==> src/rtl/pie_pkg.sv <==
// pie_pkg: shared state encoding, default PIE timing and parameter sanity check
package pie_pkg;

  typedef enum logic [3:0] {
    S_IDLE, S_DELIM, S_D0_HI, S_D0_LO, S_RT_HI, S_RT_LO,
    S_TR_HI, S_TR_LO, S_DAT_HI, S_DAT_LO, S_DONE
  } pie_state_t;

  localparam int PIE_CNT_W = 16;
  localparam int PIE_DELIM = 24;
  localparam int PIE_TARI  = 24;
  localparam int PIE_DATA1 = 42;
  localparam int PIE_PW    = 12;
  localparam int PIE_RTCAL = 66;
  localparam int PIE_TRCAL = 132;

  // True when every phase length is representable and the PIE ordering rules hold
  function automatic bit pie_timing_ok(input int cnt_w, input int delim, input int tari,
                                       input int data1, input int pw, input int rtcal,
                                       input int trcal);
    longint lim;
    lim = longint'(1) << cnt_w;
    return cnt_w > 0 && cnt_w < 32 && delim > 0 && pw > 0 && pw < tari &&
           tari < data1 && data1 <= 2 * tari && rtcal == tari + data1 &&
           rtcal < trcal && longint'(delim) < lim && longint'(trcal) < lim;
  endfunction

endpackage

==> src/rtl/pie_phase_timer.sv <==
// pie_phase_timer: loadable down-counter that times one carrier phase
module pie_phase_timer #(
  parameter int CNT_W = 16
) (
  input  logic             clk,
  input  logic             reset,
  input  logic             i_load,
  input  logic [CNT_W-1:0] i_load_val,
  input  logic             i_en,
  output logic             o_zero
);

  logic [CNT_W-1:0] r_cnt;

  // Load wins over counting; the counter parks at zero once a phase expires
  always_ff @(posedge clk or posedge reset)
    if (reset) r_cnt <= '0;
    else if (i_load) r_cnt <= i_load_val;
    else if (i_en && r_cnt != '0) r_cnt <= r_cnt - 1'b1;

  assign o_zero = r_cnt == '0;

endmodule

==> src/rtl/pie_symbol_encoder.sv <==
// pie_symbol_encoder: reader-side PIE transmitter (delimiter, preamble, data symbols)
import pie_pkg::*;

module pie_symbol_encoder #(
  parameter int CNT_W = PIE_CNT_W,
  parameter int DELIM = PIE_DELIM,
  parameter int TARI  = PIE_TARI,
  parameter int DATA1 = PIE_DATA1,
  parameter int PW    = PIE_PW,
  parameter int RTCAL = PIE_RTCAL,
  parameter int TRCAL = PIE_TRCAL
) (
  input  logic clk,
  input  logic reset,
  input  logic start,
  input  logic preamble,
  input  logic bit_in,
  input  logic bit_last,
  input  logic bit_valid,
  output logic bit_ready,
  output logic pie_out,
  output logic busy,
  output logic done,
  output logic underrun
);

  if (!pie_timing_ok(CNT_W, DELIM, TARI, DATA1, PW, RTCAL, TRCAL)) begin : g_bad_timing
    $error("pie_symbol_encoder: inconsistent timing parameters");
  end

  // Counter load values are phase length minus one: a phase ends when the counter reads zero
  localparam logic [CNT_W-1:0] L_DELIM = CNT_W'(DELIM - 1);
  localparam logic [CNT_W-1:0] L_D0_HI = CNT_W'(TARI - PW - 1);
  localparam logic [CNT_W-1:0] L_D1_HI = CNT_W'(DATA1 - PW - 1);
  localparam logic [CNT_W-1:0] L_RT_HI = CNT_W'(RTCAL - PW - 1);
  localparam logic [CNT_W-1:0] L_TR_HI = CNT_W'(TRCAL - PW - 1);
  localparam logic [CNT_W-1:0] L_PW    = CNT_W'(PW - 1);

  pie_state_t       r_state, w_next;
  logic             r_pre, r_last, r_pie, r_busy, r_done, r_underrun;
  logic             w_zero, w_ready, w_xfer, w_load;
  logic [CNT_W-1:0] w_load_val;

  pie_phase_timer #(.CNT_W(CNT_W)) u_timer (
    .clk        (clk),
    .reset      (reset),
    .i_load     (w_load),
    .i_load_val (w_load_val),
    .i_en       (1'b1),
    .o_zero     (w_zero)
  );

  assign w_ready = w_zero && ((r_state == S_RT_LO && !r_pre) || r_state == S_TR_LO ||
                              (r_state == S_DAT_LO && !r_last));
  assign w_xfer  = w_ready && bit_valid;

  // Phase sequencing: each timed phase advances when its counter expires
  always_comb begin
    w_next = r_state;
    case (r_state)
      S_IDLE:   w_next = start ? S_DELIM : S_IDLE;
      S_DELIM:  w_next = w_zero ? S_D0_HI : S_DELIM;
      S_D0_HI:  w_next = w_zero ? S_D0_LO : S_D0_HI;
      S_D0_LO:  w_next = w_zero ? S_RT_HI : S_D0_LO;
      S_RT_HI:  w_next = w_zero ? S_RT_LO : S_RT_HI;
      S_RT_LO:  w_next = !w_zero ? S_RT_LO : r_pre ? S_TR_HI : w_xfer ? S_DAT_HI : S_IDLE;
      S_TR_HI:  w_next = w_zero ? S_TR_LO : S_TR_HI;
      S_TR_LO:  w_next = !w_zero ? S_TR_LO : w_xfer ? S_DAT_HI : S_IDLE;
      S_DAT_HI: w_next = w_zero ? S_DAT_LO : S_DAT_HI;
      S_DAT_LO: w_next = !w_zero ? S_DAT_LO : r_last ? S_DONE : w_xfer ? S_DAT_HI : S_IDLE;
      default:  w_next = S_IDLE;
    endcase
  end

  // Every state change starts a fresh phase; entry into DAT_HI always coincides with a transfer
  assign w_load     = w_next != r_state;
  assign w_load_val = w_next == S_DELIM  ? L_DELIM :
                      w_next == S_D0_HI  ? L_D0_HI :
                      w_next == S_RT_HI  ? L_RT_HI :
                      w_next == S_TR_HI  ? L_TR_HI :
                      w_next == S_DAT_HI ? (bit_in ? L_D1_HI : L_D0_HI) :
                      (w_next inside {S_D0_LO, S_RT_LO, S_TR_LO, S_DAT_LO}) ? L_PW : '0;

  // State plus registered outputs, all derived from the upcoming state
  always_ff @(posedge clk or posedge reset)
    if (reset) begin
      r_state    <= S_IDLE;
      r_pre      <= 1'b0;
      r_last     <= 1'b0;
      r_pie      <= 1'b1;
      r_busy     <= 1'b0;
      r_done     <= 1'b0;
      r_underrun <= 1'b0;
    end else begin
      r_state    <= w_next;
      if (r_state == S_IDLE && start) r_pre <= preamble;
      if (w_xfer) r_last <= bit_last;
      r_pie      <= !(w_next inside {S_DELIM, S_D0_LO, S_RT_LO, S_TR_LO, S_DAT_LO});
      r_busy     <= w_next != S_IDLE;
      r_done     <= w_next == S_DONE;
      r_underrun <= w_ready && !bit_valid;
    end

  assign bit_ready = w_ready;
  assign pie_out   = r_pie;
  assign busy      = r_busy;
  assign done      = r_done;
  assign underrun  = r_underrun;

endmodule

==> config.mk <==
export PLATFORM = sky130hd
export DESIGN_NAME = pie_symbol_encoder
export DESIGN_NICKNAME = d
export VERILOG_FILES = /design/src/rtl/pie_pkg.sv /design/src/rtl/pie_phase_timer.sv /design/src/rtl/pie_symbol_encoder.sv
export SDC_FILE = /design/constraint.sdc
export NUM_CORES = 1
export LEC_CHECK = 0
export CORE_MARGIN = 2
export CORE_UTILIZATION = 40
export DETAILED_ROUTE_END_ITERATION = 16
export GPL_TIMING_DRIVEN = 1
export SLEW_MARGIN = 25
export SYNTH_ARGS = -nofsm -noshare
export SYNTH_HDL_FRONTEND = slang
export SYNTH_SLANG_ARGS = --single-unit
==> constraint.sdc <==
create_clock -name clk -period 2.5 [get_ports clk]
set_input_delay 0.5 -clock clk [delete_from_list [all_inputs] [get_ports clk]]
set_output_delay 0.5 -clock clk [all_outputs]
set_load 0.03 [all_outputs]
==> flow_summary.ini <==
[final_layout]
syn_to_final_growth_pct = 18.92
insertedDiodeCount = 0
stdcell_count = 230
mostFrequentLayoutCells = 25 x dfrtp_1, 20 x nor2_1, 10 x nand2_1, 10 x clkdlybuf4s50_1, 10 x buf_4
final-seq-area_um2 = 651.9
drive_above_1_share_pct = 20.33
layout.nets = 192
multiInputGateArea_um2 = 895.9
mostFrequentLayoutCell = dfrtp_1
fill_cells = 345

[setup_path]
cp.arrival_ns = 2.58
critPathCaptureType = flop
cp.buffers_inverters = 3
critPathKind = reg -> reg
crit_slowest_cell = dfrtp_1
required_ns = 2.70
worstSetupStartpointType = flop
critPathTopFamily = simple AND/OR/NAND/NOR gates
critPathMaxFanout = 8
max_stage_delay_ns = 0.40
worstPathCellList = inv_1 -> ha_2 -> nor4bb_2 -> nand4_1 -> buf_6 -> buf_4 -> o21ai_1 -> a21oi_2 -> or3_1 -> a41oi_2

[global_routing]
grt_pass1_wl_um = 6251
grt-ovfl-total = 0
grt_max_degree = 17
grt_use_total_pct = 18.62
grt_pass1_vias = 1338
antenna_found_initial = 0

[synthesis]
synth_area_leader_cell = dfrtp_1
async_reset_ff_share_pct = 100.0
yosys.cell_types.count = 52
ys_seq_elements = 26
ys.flop_type = dfrtp_1
syn_nets = 170
syn_inst = 161
ys_seq_area_share_pct = 41.41
synth_area_leaders = dfrtp_1 40%, nor2_1 4.8%, xor2_1 4.5%
synth_top_area_share_pct = 39.75
avgSynthCellArea_um2 = 9.776
synth_area_um2 = 1574
synth_edf_count = 0
yosys_warnings = 0

[drt]
drt-wirelength-per-cell_um = 15.86
drt_iter0_markers = 73
firstDrtPassIters = 4
route.detailed.drc = 0
ant_nets = 0
vias = 1298
vias_per_cell = 5.643
drt-total-wl_um = 3648

[sta]
hold_slack_ns = 0.5799
fmax_mhz = 420.3
min_period_over_period_pct = 95.16
slew_headroom_pct = 58.79
fin_crit_ns = 2.379
tightest_slew_ns = 0.6175
setup_viol = 0
hold_viol_final = 0
grt_setup_unrepaired = false
maxSlewViolCount = 0
fin_skew_ns = 0.008169
setup_ws_ns = 0.1209
tns_ns = 0

[worst_hold_path]
hold_class = reg -> reg

[power_and_ir_drop]
p_int_w = 0.001005
switching_power_w = 0.0006522
powerDensity_nw_per_um2 = 885.5
pwr-share-comb_pct = 38.3
seq_power_share_pct = 45.1
pwr-share-clk_pct = 16.6
swShare_pct = 39.35
p_leak_nw = 0.7392
irDropWorstVdd_uv = 344.1

[placed_design]
routabilityCongestion = 0.8977
place_ws_ns = 0.1200
io_buffers = 11
hpwl_um = 2627
dp.cells = 224

[floorplan]
ios = 12
row_count = 22
chipHeight_um = 66.73
start_util_pct = 42.36
core-area_um2 = 3716
fp.dieW_um = 66.73
dieArea_um2 = 4453

[cts]
clockRootBuffer = clkbuf_8
clockBufferDepth = 2
clk_latency_ns = 0.28
cts_max_level = 1
cts_buffers = 3
clkTransAtPathRegs_ns = 0.09
cts_tree = built
cts.sinks = 26

[flow_run]
cap_violations = 0

[status]
run_status = complete, no violations
## final cells by class
cell class,count,share of cell area [%]
multi-input cells,125,47.86
flip-flops and latches,26,34.83
clock buffers,4,2.941
repair buffers,21,9.960
well taps,48,3.209
inverters,6,1.203
## power by group through the flow
stage	clock [W]	sequential [W]	combinational (W)
floorplan	0	0.000708	0.000479
global placement	0	0.000734	0.000600
detailed placement	0	0.000740	0.000617
CTS	0.000280	0.000735	0.000625
global route	0.000302	0.000769	0.000720
finish	0.000276	0.000747	0.000635
## state kept, by name, indices dropped and copies added (netlist names)
signal         cells
pie_out            1
done               1
r_state            4
r_pre              1
r_last             1
busy               1
underrun           1
u_timer.r_cnt     16
## cells in the mapped netlist (2+ instances only)
| cell | instances |
|---|---|
| inv_2 | 2 |
| nand2_1 | 10 |
| o21a_1 | 3 |
| mux2_2 | 2 |
| xnor2_1 | 5 |
| nand4_1 | 5 |
| nor4_1 | 2 |
| or2_2 | 2 |
| nor4_4 | 2 |
| xor2_1 | 8 |
| or3_1 | 4 |
| inv_1 | 4 |
| or4_1 | 2 |
| and2_1 | 2 |
| o31ai_1 | 3 |
| o211ai_1 | 2 |
| nand3b_1 | 3 |
| dfrtp_1 | 25 |
| o22ai_1 | 2 |
| ha_1 | 2 |
| or3b_1 | 2 |
| nor2b_1 | 3 |
| a211oi_1 | 2 |
| nor3_1 | 2 |
| nor2_1 | 20 |
| nand3_1 | 6 |
| a21oi_1 | 4 |
| and3_1 | 2 |
| o21ai_0 | 7 |
## metrics by stage
stage               util (%)  power [W]  area (um^2)
floorplan                  -   0.001187         1574
finish                 50.37   0.001657         1872
global route           50.37   0.001791         1872
global placement       47.85   0.001333         1778
CTS                    49.33   0.001640         1833
detailed placement     47.85   0.001357         1778
## repair_timing
item | CTS | global route
setup endpoints to repair | 0 | 6
resized for setup | 0 | 5
buffers inserted | 0 | 2
hold buffers | 0 | 0
## final timing paths
kind                                   from                 to  slack [ns]  depth (start not counted)
hold reg to reg                       r_pre              r_pre        0.58                          1
hold / removal                        r_pre              r_pre        0.58                          1
max in group asynchronous             reset  u_timer.r_cnt[14]        1.32                          3
min in group asynchronous             reset   u_timer.r_cnt[0]        0.59                          2
setup / recovery           u_timer.r_cnt[0]   u_timer.r_cnt[3]        0.12                         10
setup reg to reg           u_timer.r_cnt[0]   u_timer.r_cnt[3]        0.12                         10
## kinds of logic after synthesis
logic type | Yosys count | share of synthesized area (%)
compound gates | 35 | 17.49
xor+xnor | 13 | 7.234
fa+ha+maj | 2 | 1.590
buf+inv | 10 | 2.940
flops | 26 | 41.42
mux | 2 | 1.431
simple gates | 73 | 27.90
## metal layers
metal	GRT usage (%)	up-vias	wire length [um]	part of all wire, %
li1	-	634	-	-
met1	25.32	635	1776	49
met3	3.547	4	144	3.9
met2	29.88	25	1688	46
met4	5.867	0	38	1.0
met5	0	-	0	0
## worst register-to-register path: stages, from the launching register on
cell and delay (ns):
dfrtp_1 0.40, inv_1 0.10, ha_2 0.19, nor4bb_2 0.20, nand4_1 0.22, buf_6 0.21
buf_4 0.13, o21ai_1 0.15, a21oi_2 0.14, or3_1 0.38, a41oi_2 0.19
(Power assumes the default switching activity.)
